**src/rtl/seg_scan_driver.sv**
```systemverilog
// Multiplexed hex seven-segment scan driver: cycles through DIGITS digits,
// PRESCALE clocks each, with frame-synchronous double-buffered data updates
// and optional leading-zero suppression.
module seg_scan_driver #(
  parameter int unsigned DIGITS   = 4,
  parameter int unsigned PRESCALE = 4
) (
  input  logic                  clk,
  input  logic                  reset,
  input  logic                  load,
  input  logic [4*DIGITS-1:0]   data_in,
  input  logic                  blank_lz,
  output logic [DIGITS-1:0]     an,
  output logic [6:0]            seg,
  output logic                  pending,
  output logic                  frame_done
);

  localparam int unsigned PW = (PRESCALE > 1) ? $clog2(PRESCALE) : 1;
  localparam int unsigned IW = $clog2(DIGITS);
  localparam int unsigned DW = 4 * DIGITS;

  // Hex digit to active-high segment pattern (bit 0 = a ... bit 6 = g).
  function automatic logic [6:0] decode(input logic [3:0] v);
    logic [6:0] s;
    case (v)
      4'h0: s = 7'h3F;
      4'h1: s = 7'h06;
      4'h2: s = 7'h5B;
      4'h3: s = 7'h4F;
      4'h4: s = 7'h66;
      4'h5: s = 7'h6D;
      4'h6: s = 7'h7D;
      4'h7: s = 7'h07;
      4'h8: s = 7'h7F;
      4'h9: s = 7'h6F;
      4'hA: s = 7'h77;
      4'hB: s = 7'h7C;
      4'hC: s = 7'h39;
      4'hD: s = 7'h5E;
      4'hE: s = 7'h79;
      default: s = 7'h71;
    endcase
    return s;
  endfunction

  logic [PW-1:0]     pre_q, pre_d;
  logic [IW-1:0]     idx_q, idx_d;
  logic [DW-1:0]     shadow_q, shadow_d;
  logic [DW-1:0]     pend_data_q, pend_data_d;
  logic              pend_q, pend_d;
  logic [DIGITS-1:0] an_q, an_d;
  logic [6:0]        seg_q, seg_d;
  logic              frame_done_q, frame_done_d;

  logic              pre_wrap;
  logic              boundary;
  logic [DIGITS-1:0] lz_mask;
  logic              lz_acc;
  logic [3:0]        dig_sel;
  logic              blank_sel;

  // Scan counters and frame boundary detection.
  always_comb begin
    pre_wrap = (pre_q == PW'(PRESCALE - 1));
    boundary = pre_wrap && (idx_q == IW'(DIGITS - 1));
    pre_d    = pre_wrap ? '0 : pre_q + PW'(1);
    idx_d    = idx_q;
    if (pre_wrap) begin
      idx_d = (idx_q == IW'(DIGITS - 1)) ? '0 : idx_q + IW'(1);
    end
  end

  // Double-buffer: loads park in pend_data, shadow only moves at the boundary.
  always_comb begin
    shadow_d    = shadow_q;
    pend_data_d = pend_data_q;
    pend_d      = pend_q;
    if (load && boundary) begin
      shadow_d = data_in;
      pend_d   = 1'b0;
    end else if (load) begin
      pend_data_d = data_in;
      pend_d      = 1'b1;
    end else if (boundary && pend_q) begin
      shadow_d = pend_data_q;
      pend_d   = 1'b0;
    end
  end

  // Leading-zero mask: bit k set when digit k and all digits above are zero.
  always_comb begin
    lz_mask = '0;
    lz_acc  = 1'b1;
    for (int k = DIGITS - 1; k >= 0; k--) begin
      lz_acc     = lz_acc & (shadow_d[4*k +: 4] == 4'h0);
      lz_mask[k] = lz_acc;
    end
  end

  // Digit enable and segment pattern for the upcoming digit.
  always_comb begin
    an_d      = '0;
    dig_sel   = 4'h0;
    blank_sel = 1'b0;
    for (int k = 0; k < DIGITS; k++) begin
      if (idx_d == IW'(k)) begin
        an_d[k]   = 1'b1;
        dig_sel   = shadow_d[4*k +: 4];
        blank_sel = (k != 0) && lz_mask[k];
      end
    end
    seg_d        = (blank_lz && blank_sel) ? 7'h00 : decode(dig_sel);
    frame_done_d = boundary;
  end

  // State and output registers with synchronous reset.
  always_ff @(posedge clk) begin
    if (reset) begin
      pre_q        <= '0;
      idx_q        <= '0;
      shadow_q     <= '0;
      pend_data_q  <= '0;
      pend_q       <= 1'b0;
      an_q         <= '0;
      seg_q        <= 7'h00;
      frame_done_q <= 1'b0;
    end else begin
      pre_q        <= pre_d;
      idx_q        <= idx_d;
      shadow_q     <= shadow_d;
      pend_data_q  <= pend_data_d;
      pend_q       <= pend_d;
      an_q         <= an_d;
      seg_q        <= seg_d;
      frame_done_q <= frame_done_d;
    end
  end

  assign an         = an_q;
  assign seg        = seg_q;
  assign pending    = pend_q;
  assign frame_done = frame_done_q;

endmodule

```
**config.mk**
```make
export PLATFORM = sky130hd
export DESIGN_NAME = seg_scan_driver
export DESIGN_NICKNAME = d
export VERILOG_FILES = /design/src/rtl/seg_scan_driver.sv
export SDC_FILE = /design/constraint.sdc
export NUM_CORES = 1
export LEC_CHECK = 0
export BUFFER_PORTS_ARGS = -buffer_cell sky130_fd_sc_hd__buf_2
export CAP_MARGIN = 20
export CORE_UTILIZATION = 45
export DETAILED_ROUTE_END_ITERATION = 7
export PLACE_DENSITY = 0.72
export SKIP_CTS_REPAIR_TIMING = 1
export SYNTH_ARGS = -nofsm -noshare
export SYNTH_HDL_FRONTEND = slang
export SYNTH_SLANG_ARGS = --single-unit
```
**constraint.sdc**
```tcl
create_clock -name clk -period 3.05 [get_ports clk]
set_input_delay 0.1525 -clock clk [delete_from_list [all_inputs] [get_ports clk]]
set_output_delay 0.1525 -clock clk [all_outputs]
set_load 0.05 [all_outputs]
```
==> out/qor.yml, run 1 <==
status:
  status: "finished clean"
floorplanning:
  io_pins: 33
  start_util_pct: 48.0
  rows: 26
  die-height_um: 77
  die_x_um: 77
  design.die.area_mm2: 0.00593
  core_mm2: 0.00527
final_layout:
  final_util_pct: 55.4
  most-common-layout-cells: "dfxtp_1 (49), nand2_1 (39), a21oi_1 (35)"
  final_area_mm2: 0.00292
  antenna_cells: 0
  fin_nets: 368
  layout_commonest_cell: "dfxtp_1"
  area_growth_pct: 15.3
  drive_gt1_share_pct: 21.2
  fill_cells: 517
worst_setup_path:
  worst_ep_arrival_time_ns: 3.05
  worst-setup-path-type: "reg2reg"
  end_kind: "flop"
  crit_fanout: 8
  r2r.worst_path.cells: 9
  crit_path_start_kind: "flop"
  worstPathRequired_ns: 3.22
placement:
  dp_hpwl_um: 4590
  dpl-instance-area_mm2: 0.00281
  place_congestion: 0.911
  io_buffers: 32
clocking:
  clk_latency_ns: 0.31
  root_buffer: "clkbuf_8"
  cts_buffer_depth: 2
  cts_sinks: 49
  cts_tree: "done"
  cts_buffers: 5
  htreeDepth: 2
  clk_pin_slew_ns: 0.09
synthesis:
  synth_top_flop_cell: "dfxtp_1"
  synth.top_cells.by_area: "dfxtp_1 (39%), a21oi_1 (6.9%), nand2_1 (5.8%)"
  synth_edf_count: 0
  yosys_warnings: 0
  syn_nets: 334
  syn_area_per_cell_um2: 8.30
  synth_area_mm2: 0.00253
  synth_seq_cells: 49
  synth_top_area_share_pct: 38.8
  synth_cell_type_count: 48
  synthArstFlopShare_pct: 0
  synth-seq-area-share_pct: 38.8
  synth_top_area_cell: "dfxtp_1"
  netlist_instances: 305
worst_hold_path:
  whs_path_depth: 3
  hold_path_class: "in2reg"
power_and_ir_drop:
  p_per_area_mw_per_mm2: 476
  post-layout-total-power_mw: 1.39
  vdd_drop_max_mv: 0.216
  leakagePower_nw: 1.17
detailed_routing:
  drt_iter0_markers: 137
  drt-total-wl_um: 6170
  vias_per_cell: 5.59
  num_vias: 2290
  antenna_left: 0
  wire_per_inst_um: 15.1
  drc: 0
  drtPass1Iterations: 4
timing:
  report.final.hold_viol_count: 0
  tightest_slew_ns: 0.776
  whs_ns: 0.0908
  post-route-min-period_ns: 2.88
  min_period_over_period_pct: 94.6
  finalSetupViolCount: 0
  slew_violations: 0
  slew_headroom_pct: 48.3
  fmax_ghz: 0.347
  skew_ns: 0.0120
flow_run:
  cap_violations: 0
global_route:
  grt_max_degree: 44
  antenna_found_initial: 0
  gr-total-overflow: 0
  grt_pass1_vias: 2194
  grtUsageTotal_pct: 22.2
  grt_pass1_wl_um: 10600
==> cell usage after synthesis (all sizes together), types with 2 or more instances <==
| library cell | n |
|---|---|
| a211oi | 2 |
| a21o | 2 |
| a21oi | 35 |
| a221oi | 12 |
| a22o | 2 |
| a31oi | 3 |
| and2 | 4 |
| buf | 12 |
| clkbuf | 10 |
| dfxtp | 49 |
| ha | 9 |
| inv | 8 |
| mux2 | 4 |
| mux4 | 2 |
| nand2 | 39 |
| nand2b | 16 |
| nand3 | 4 |
| nand4 | 16 |
| nor2 | 30 |
| nor3 | 12 |
| o21ai | 7 |
| o221ai | 2 |
| or3 | 2 |
| xnor2 | 3 |
==> critical path, stage by stage, from the launching register on <==
cell	delay [ns]
dfxtp_1	0.33
ha_1	0.26
and2_2	0.27
a31oi_1	0.19
o221ai_1	0.21
mux4_2	0.58
ha_1	0.33
or3_1	0.37
a21oi_1	0.14
a211oi_1	0.06
==> flip-flops by register name (all words and copies together) (netlist names) <==
register and flops:
an 4, frame_done 1, idx_q 2, pend_data_q 16, pending 1, pre_q 2
seg 7, shadow_q 16
==> area by class of cell <==
type                       count  area (um2)  share of cell area, %
multi-input combinational    226        1420                   48.7
sequential                    49         981                   33.6
timing repair buffer          49         288                   9.86
tap                           70        87.6                   3.00
clock buffer                   6        72.6                   2.49
clock inverter                 2        38.8                   1.33
inverter                       8        30.0                   1.03
==> per-layer routing <==
layer  wire, um  GRT usage [%]  vias up
met5          0              0        -
met4         71           6.42        0
met3        217           3.69        6
met2       2870           37.7       42
met1       3020           28.9     1072
li1           -              -     1170
==> power breakdown <==
group / leakage, nW / switching, mW / internal, mW / total (mW)
logic: 0.718 / 0.159 / 0.0781 / 0.237
clock network: 0.0554 / 0.222 / 0.246 / 0.469
registers: 0.401 / 0.0138 / 0.670 / 0.684
==> stage by stage <==
step | instances | worst slack, ns | TNS [ns]
final | 410 | 0.165 | 0
after global routing | 410 | -0.000657 | -0.000657
after CTS | 410 | 0.166 | 0
after detailed placement | 402 | 0.196 | 0
after global placement | 402 | 0.280 | 0
after floorplan | 305 | 0.134 | 0
==> worst paths after layout <==
check | startpoint | end | slack [ns]
max | pre_q[0] | seg[3] | 0.17
min | data_in[5] | pend_data_q[5] | 0.09
max reg2reg | pre_q[0] | seg[3] | 0.17
min reg2reg | pre_q[0] | pre_q[0] | 0.44
==> cell families (layout without fill, tap and decap cells) <==
| logic type | count (synthesis) | count (layout) | share of synthesized area, % |
|---|---|---|---|
| xor+xnor | 4 | 4 | 1.38 |
| buf+inv | 30 | 65 | 5.14 |
| mux | 7 | 7 | 4.10 |
| flops | 49 | 49 | 38.8 |
| fa+ha+maj | 9 | 9 | 4.45 |
| compound gates | 77 | 77 | 21.3 |
| simple gates | 129 | 129 | 24.9 |
Note: power is estimated with default switching activity, not from simulation.
==> inputs of run 2 (changes only) <==
RECOVER_POWER = 50   (was default)
==> out/qor.yml, run 2 (synthesized netlist as in run 1, its figures left out) <==
status:
  status: "finished clean"
global_route:
  gr-total-overflow: 0  # unchanged
  grt_max_degree: 44  # unchanged
  grt_pass1_wl_um: 10600  # unchanged
  grt_pass1_vias: 2194  # unchanged
  grtUsageTotal_pct: 22.2  # unchanged
  antenna_found_initial: 0  # unchanged
timing:
  fmax_ghz: 0.347  # about the same
  whs_ns: 0.0924  # +0.00163 ns
  min_period_over_period_pct: 94.5  # about the same
  slew_headroom_pct: 48.0  # -0.30 points
  skew_ns: 0.0117  # -0.000208 ns
  tightest_slew_ns: 0.780  # +0.00448 ns
  slew_violations: 0  # unchanged
  fin_ws_ns: 0.167  # +0.00159 ns
  report.final.hold_viol_count: 0  # unchanged
  post-route-min-period_ns: 2.88  # -0.00159 ns
  finalSetupViolCount: 0  # unchanged
placement:
  placed_cells: 402  # unchanged
  place_congestion: 0.911  # unchanged
  dpl_worst_slack_ns: 0.196  # unchanged
  dp_hpwl_um: 4590  # unchanged
  io_buffers: 32  # unchanged
power_and_ir_drop:
  power_frac_seq_pct: 49.4  # +0.2 points
  p_int_uw: 991  # -0.39%
  vdd_drop_max_mv: 0.215  # -0.25%
  swShare_pct: 28.5  # +0.087 points
  power_frac_comb_pct: 16.9  # -0.2 points
  switchingPower_uw: 395  # about the same
  p_clk_share_pct: 33.8  # about the same
  p_per_area_mw_per_mm2: 478  # +0.38%
  leakagePower_nw: 1.13  # -3.8%
worst_setup_path:
  crit_fanout: 8  # unchanged
  cpMaxStageDelayCell: "mux4_2"
  max_stage_delay_ns: 0.58  # about the same
  rrSetupSlack_ns: 0.17  # about the same
  r2r.worst_path.cells: 9  # unchanged
  worst-setup-path-type: "reg2reg"
  rr_startpoint: "pre_q[0]"
  worstPathRequired_ns: 3.22  # about the same
  cp_cell_sequence: "ha_1, and2_2, a31oi_1, o221ai_1, mux4_2, ha_1, or3_1, a21oi_1, a211oi_1"
  worst_ep_arrival_time_ns: 3.05  # about the same
  end_kind: "flop"
  reg2reg_to: "seg[3]"
  crit_top_cell: "ha_1"
  crit_path_start_kind: "flop"
final_layout:
  fill_cells: 521  # +0.77%
  regArea_um2: 981  # unchanged
  fin_nets: 368  # unchanged
  layout_commonest_cell: "dfxtp_1"
  instances_no_fill: 410  # unchanged
  drive_gt1_share_pct: 17.4  # -3.8 points
  final_util_pct: 55.0  # -0.36 points
  multi_input_area_mm2: 0.00142  # unchanged
  area_growth_pct: 14.6
  antenna_cells: 0  # unchanged
  most-common-layout-cells: "dfxtp_1 (49), nand2_1 (39), a21oi_1 (35)"
worst_hold_path:
  whs_path_depth: 3  # unchanged
  hold_path_class: "in2reg"
  min_to: "pend_data_q[5]"
  min-delay-start: "data_in[5]"
detailed_routing:
  num_vias: 2289  # -0.044%
  vias_per_cell: 5.58  # about the same
  drc: 0  # unchanged
  wire_per_inst_um: 15.1  # +0.36%
  antenna_left: 0  # unchanged
  drt-total-wl_um: 6200  # +0.36%
  drt_iter0_markers: 141  # +2.9%
  drtPass1Iterations: 4  # unchanged
clocking:
  root_buffer: "clkbuf_8"
  cts_tree: "done"
  htreeDepth: 2  # unchanged
  cts_buffer_depth: 2  # unchanged
  clk_pin_slew_ns: 0.09  # about the same
  cts_sinks: 49  # unchanged
  cts_buffers: 5  # unchanged
  clk_latency_ns: 0.31  # about the same
floorplanning:
  design.die.area_mm2: 0.00593  # unchanged
  die_x_um: 77  # unchanged
  io_pins: 33  # unchanged
  start_util_pct: 48.0  # unchanged
  die-height_um: 77  # unchanged
  rows: 26  # unchanged
  core_mm2: 0.00527  # unchanged
flow_run:
  cap_violations: 0  # unchanged
-- run 2: changes by cell type in the layout (fill, tap and decap cells not counted) --
cell | previous run | this run
clkbuf_1 | 1 | 14
buf_2 | 32 | 20
buf_4 | 17 | 16
-- run 2: final cells by class --
class | instances | share of cell area, %
Tap cell | 70 | 3.02
Sequential cell | 49 | 33.8
Timing Repair Buffer | 49 | 9.28
Clock buffer | 6 | 2.50
Inverter | 8 | 1.04
Multi-Input combinational cell | 226 | 49.0
Clock inverter | 2 | 1.34
-- run 2: metrics by stage --
| stage | power (mW) | instance area, um2 | TNS, ns |
|---|---|---|---|
| final | 1.39 | 2900 | 0 |
| after detailed placement | 0.935 | 2810 | 0 |
| after global placement | 0.931 | 2810 | 0 |
| after CTS | 1.40 | 2920 | 0 |
| after global routing | 1.45 | 2900 | -0.000657 |
| after floorplan | 0.871 | 2530 | 0 |
-- run 2: worst max-delay path by stage --
stage,startpoint,to,slack [ns],cells past startpoint
global route,pre_q[0],seg[3],-0.0007,9
finish,pre_q[0],seg[3],0.17,9
CTS,pre_q[0],seg[3],0.17,9
floorplan,pending,seg[3],0.13,10
global placement,pre_q[0],seg[3],0.28,9
detailed placement,pre_q[0],seg[3],0.20,9
-- run 2: power groups by stage --
stage | Clock (mW) | Sequential, mW | Combinational (mW)
6_report | 0.468 | 0.684 | 0.234
5_1_grt | 0.504 | 0.688 | 0.255
4_1_cts | 0.480 | 0.684 | 0.236
3_5_place_dp | 0 | 0.699 | 0.236
3_3_place_gp | 0 | 0.698 | 0.233
2_1_floorplan | 0 | 0.747 | 0.124
-- run 2: worst max-delay path: cells and delay by family (launching register included) --
kind                       cells  cell delay (ns)
and+or+nand+nor                2             0.64
adders and majority gates      2             0.59
AOI/OAI and AO/OA              4             0.59
muxes                          1             0.58
DFF                            1             0.33
-- run 2: per-layer routing --
layer	vias up	GRT usage (%)	share of wire, %
met2	52	37.7	46
met4	0	6.42	1.1
met5	-	0	0
li1	1170	-	-
met3	6	3.69	4.4
met1	1061	28.9	48
==> inputs of run 3 (changes only) <==
BUFFER_PORTS_ARGS = default   (was -buffer_cell sky130_fd_sc_hd__buf_2)
DONT_BUFFER_PORTS = 1   (was default)
PLACE_DENSITY = 0.67   (was 0.72)
==> out/qor.yml, run 3 (synthesized netlist as in run 1, its figures left out) <==
clocking:
  cts_tree: "done"
  htreeDepth: 2  # unchanged
  cts_sinks: 49  # unchanged
  clk_latency_ns: 0.30  # about the same
  cts_buffers: 5  # unchanged
  cts_buffer_depth: 2  # unchanged
  clk_pin_slew_ns: 0.09  # about the same
  root_buffer: "clkbuf_8"
timing:
  report.final.hold_viol_count: 2  # +2
  fin_ws_ns: 0.189  # +0.0218 ns
  tightest_slew_ns: 0.717  # -0.0628 ns
  slew_violations: 0  # unchanged
  finalSetupViolCount: 0  # unchanged
  skew_ns: 0.00834  # -0.00341 ns
  post-route-min-period_ns: 2.86  # -0.0218 ns
  slew_headroom_pct: 52.2  # +4.2 points
  tns_ns: 0  # unchanged
  min_period_over_period_pct: 93.8  # -0.72 points
  rsz0062_at_grt: "no"
  whs_ns: -0.0227  # -0.115 ns
  fmax_ghz: 0.349  # +0.76%
worst_setup_path:
  end_kind: "flop"
  rr_startpoint: "pre_q[0]"
  worst-setup-path-type: "reg2reg"
  worstPathRequired_ns: 3.22  # about the same
  crit_fanout: 10  # +2
  worst_ep_arrival_time_ns: 3.03  # -0.02 ns
  crit_path_start_kind: "flop"
  cp-startpoint: "pre_q[0]"
detailed_routing:
  drt-total-wl_um: 6350  # +2.5%
  drtPass1Iterations: 5  # +1
  drt_iter0_markers: 167  # +18%
  vias_per_cell: 5.87  # +5.1%
  antenna_left: 0  # unchanged
  wire_per_inst_um: 16.1  # +6.7%
  num_vias: 2311  # +0.96%
  drc: 0  # unchanged
global_route:
  gr-total-overflow: 0  # unchanged
  grt_pass1_vias: 2136  # -2.6%
  grt_pass1_wl_um: 10300  # -2.3%
  grt_max_degree: 44  # unchanged
  grtUsageTotal_pct: 21.7  # -0.51 points
  antenna_found_initial: 0  # unchanged
power_and_ir_drop:
  p_int_uw: 981  # -0.97%
  p_clk_share_pct: 33.5  # -0.3 points
  vdd_drop_max_mv: 0.328  # +52%
  swShare_pct: 27.7  # -0.83 points
  p_per_area_mw_per_mm2: 462  # -3.2%
  leakagePower_nw: 1.10  # -2.3%
  power_frac_seq_pct: 54.0  # +4.6 points
  switchingPower_uw: 376  # -5.0%
  power_frac_comb_pct: 12.6  # -4.3 points
placement:
  io_buffers: 0  # -100%
  dp_hpwl_um: 4320  # -5.9%
  dpl_worst_slack_ns: 0.0873  # -0.109 ns
  place_congestion: 0.873  # -4.2%
final_layout:
  regArea_um2: 981  # unchanged
  fin_nets: 353  # -4.1%
  layout_commonest_cell: "dfxtp_1"
  area_growth_pct: 15.9
  antenna_cells: 0  # unchanged
  most-common-layout-cells: "dfxtp_1 (49), nand2_1 (39), a21oi_1 (35)"
  drive_gt1_share_pct: 13.3  # -4.1 points
  fill_cells: 508  # -2.5%
  multi_input_area_mm2: 0.00143  # +0.53%
floorplanning:
  rows: 26  # unchanged
  die_x_um: 77  # unchanged
  start_util_pct: 48.0  # unchanged
  core_mm2: 0.00527  # unchanged
  die-height_um: 77  # unchanged
  design.die.area_mm2: 0.00593  # unchanged
  io_pins: 33  # unchanged
status:
  status: "complete, but fails checks"
  violations: "negative hold slack"
worst_hold_path:
  min-delay-start: "data_in[3]"
  hold_path_class: "in2reg"
flow_run:
  cap_violations: 0  # unchanged
## run 3: changes by cell type in the layout (fill, tap and decap cells not counted), moves of 2 or more
| cell | previous run | this run |
|---|---|---|
| clkbuf_1 | 14 | 2 |
| buf_4 | 16 | 14 |
| dlygate4sd3_1 | 0 | 14 |
| buf_6 | 0 | 2 |
| buf_2 | 20 | 0 |
## run 3: worst max-delay path, stage by stage (launching register included)
cell      delay (ns)
dfxtp_1         0.32
ha_1            0.24
buf_6           0.15
and2_2          0.23
a31oi_1         0.21
o221ai_2        0.12
mux4_2          0.55
ha_1            0.34
or3_1           0.38
a21oi_1         0.13
a211oi_1        0.06
## run 3: cell type report
class / instances / share of cell area [%]
flip-flops and latches: 49 / 33.4
inverters: 8 / 1.02
clock inverters: 2 / 1.19
multi-input cells: 226 / 48.7
repair buffers: 34 / 10.3
well taps: 70 / 2.99
clock buffers: 5 / 2.35
## run 3: worst paths after layout
path | end | slack [ns] | cells past startpoint
max | seg[3] | 0.19 | 10
min | pend_data_q[3] | -0.02 | 2
max reg2reg | seg[3] | 0.19 | 10
min reg2reg | pre_q[0] | 0.43 | 1
## run 3: per-stage QoR
step	area, um2	util [%]	power, mW	std cells
floorplan	2530	-	0.871	305
global placement	2650	50.2	0.888	370
detailed placement	2650	50.2	0.891	370
CTS	2750	52.2	1.34	377
global route	2930	55.7	1.41	394
finish	2930	55.7	1.36	394
## run 3: power groups by stage
stage | sequential, mW | combinational (mW) | clock [mW]
detailed placement | 0.747 | 0.144 | 0
floorplan | 0.747 | 0.124 | 0
CTS | 0.732 | 0.144 | 0.466
finish | 0.732 | 0.171 | 0.454
global placement | 0.747 | 0.141 | 0
global route | 0.735 | 0.190 | 0.488
## run 3: per-layer routing
metal  track usage [%]  vias up  wire (um)
met5                 0        -          0
met4              6.98        0         35
met3              5.36        4        394
met2              33.4       82       2840
met1              29.7     1088       3080
li1                  -     1137          -
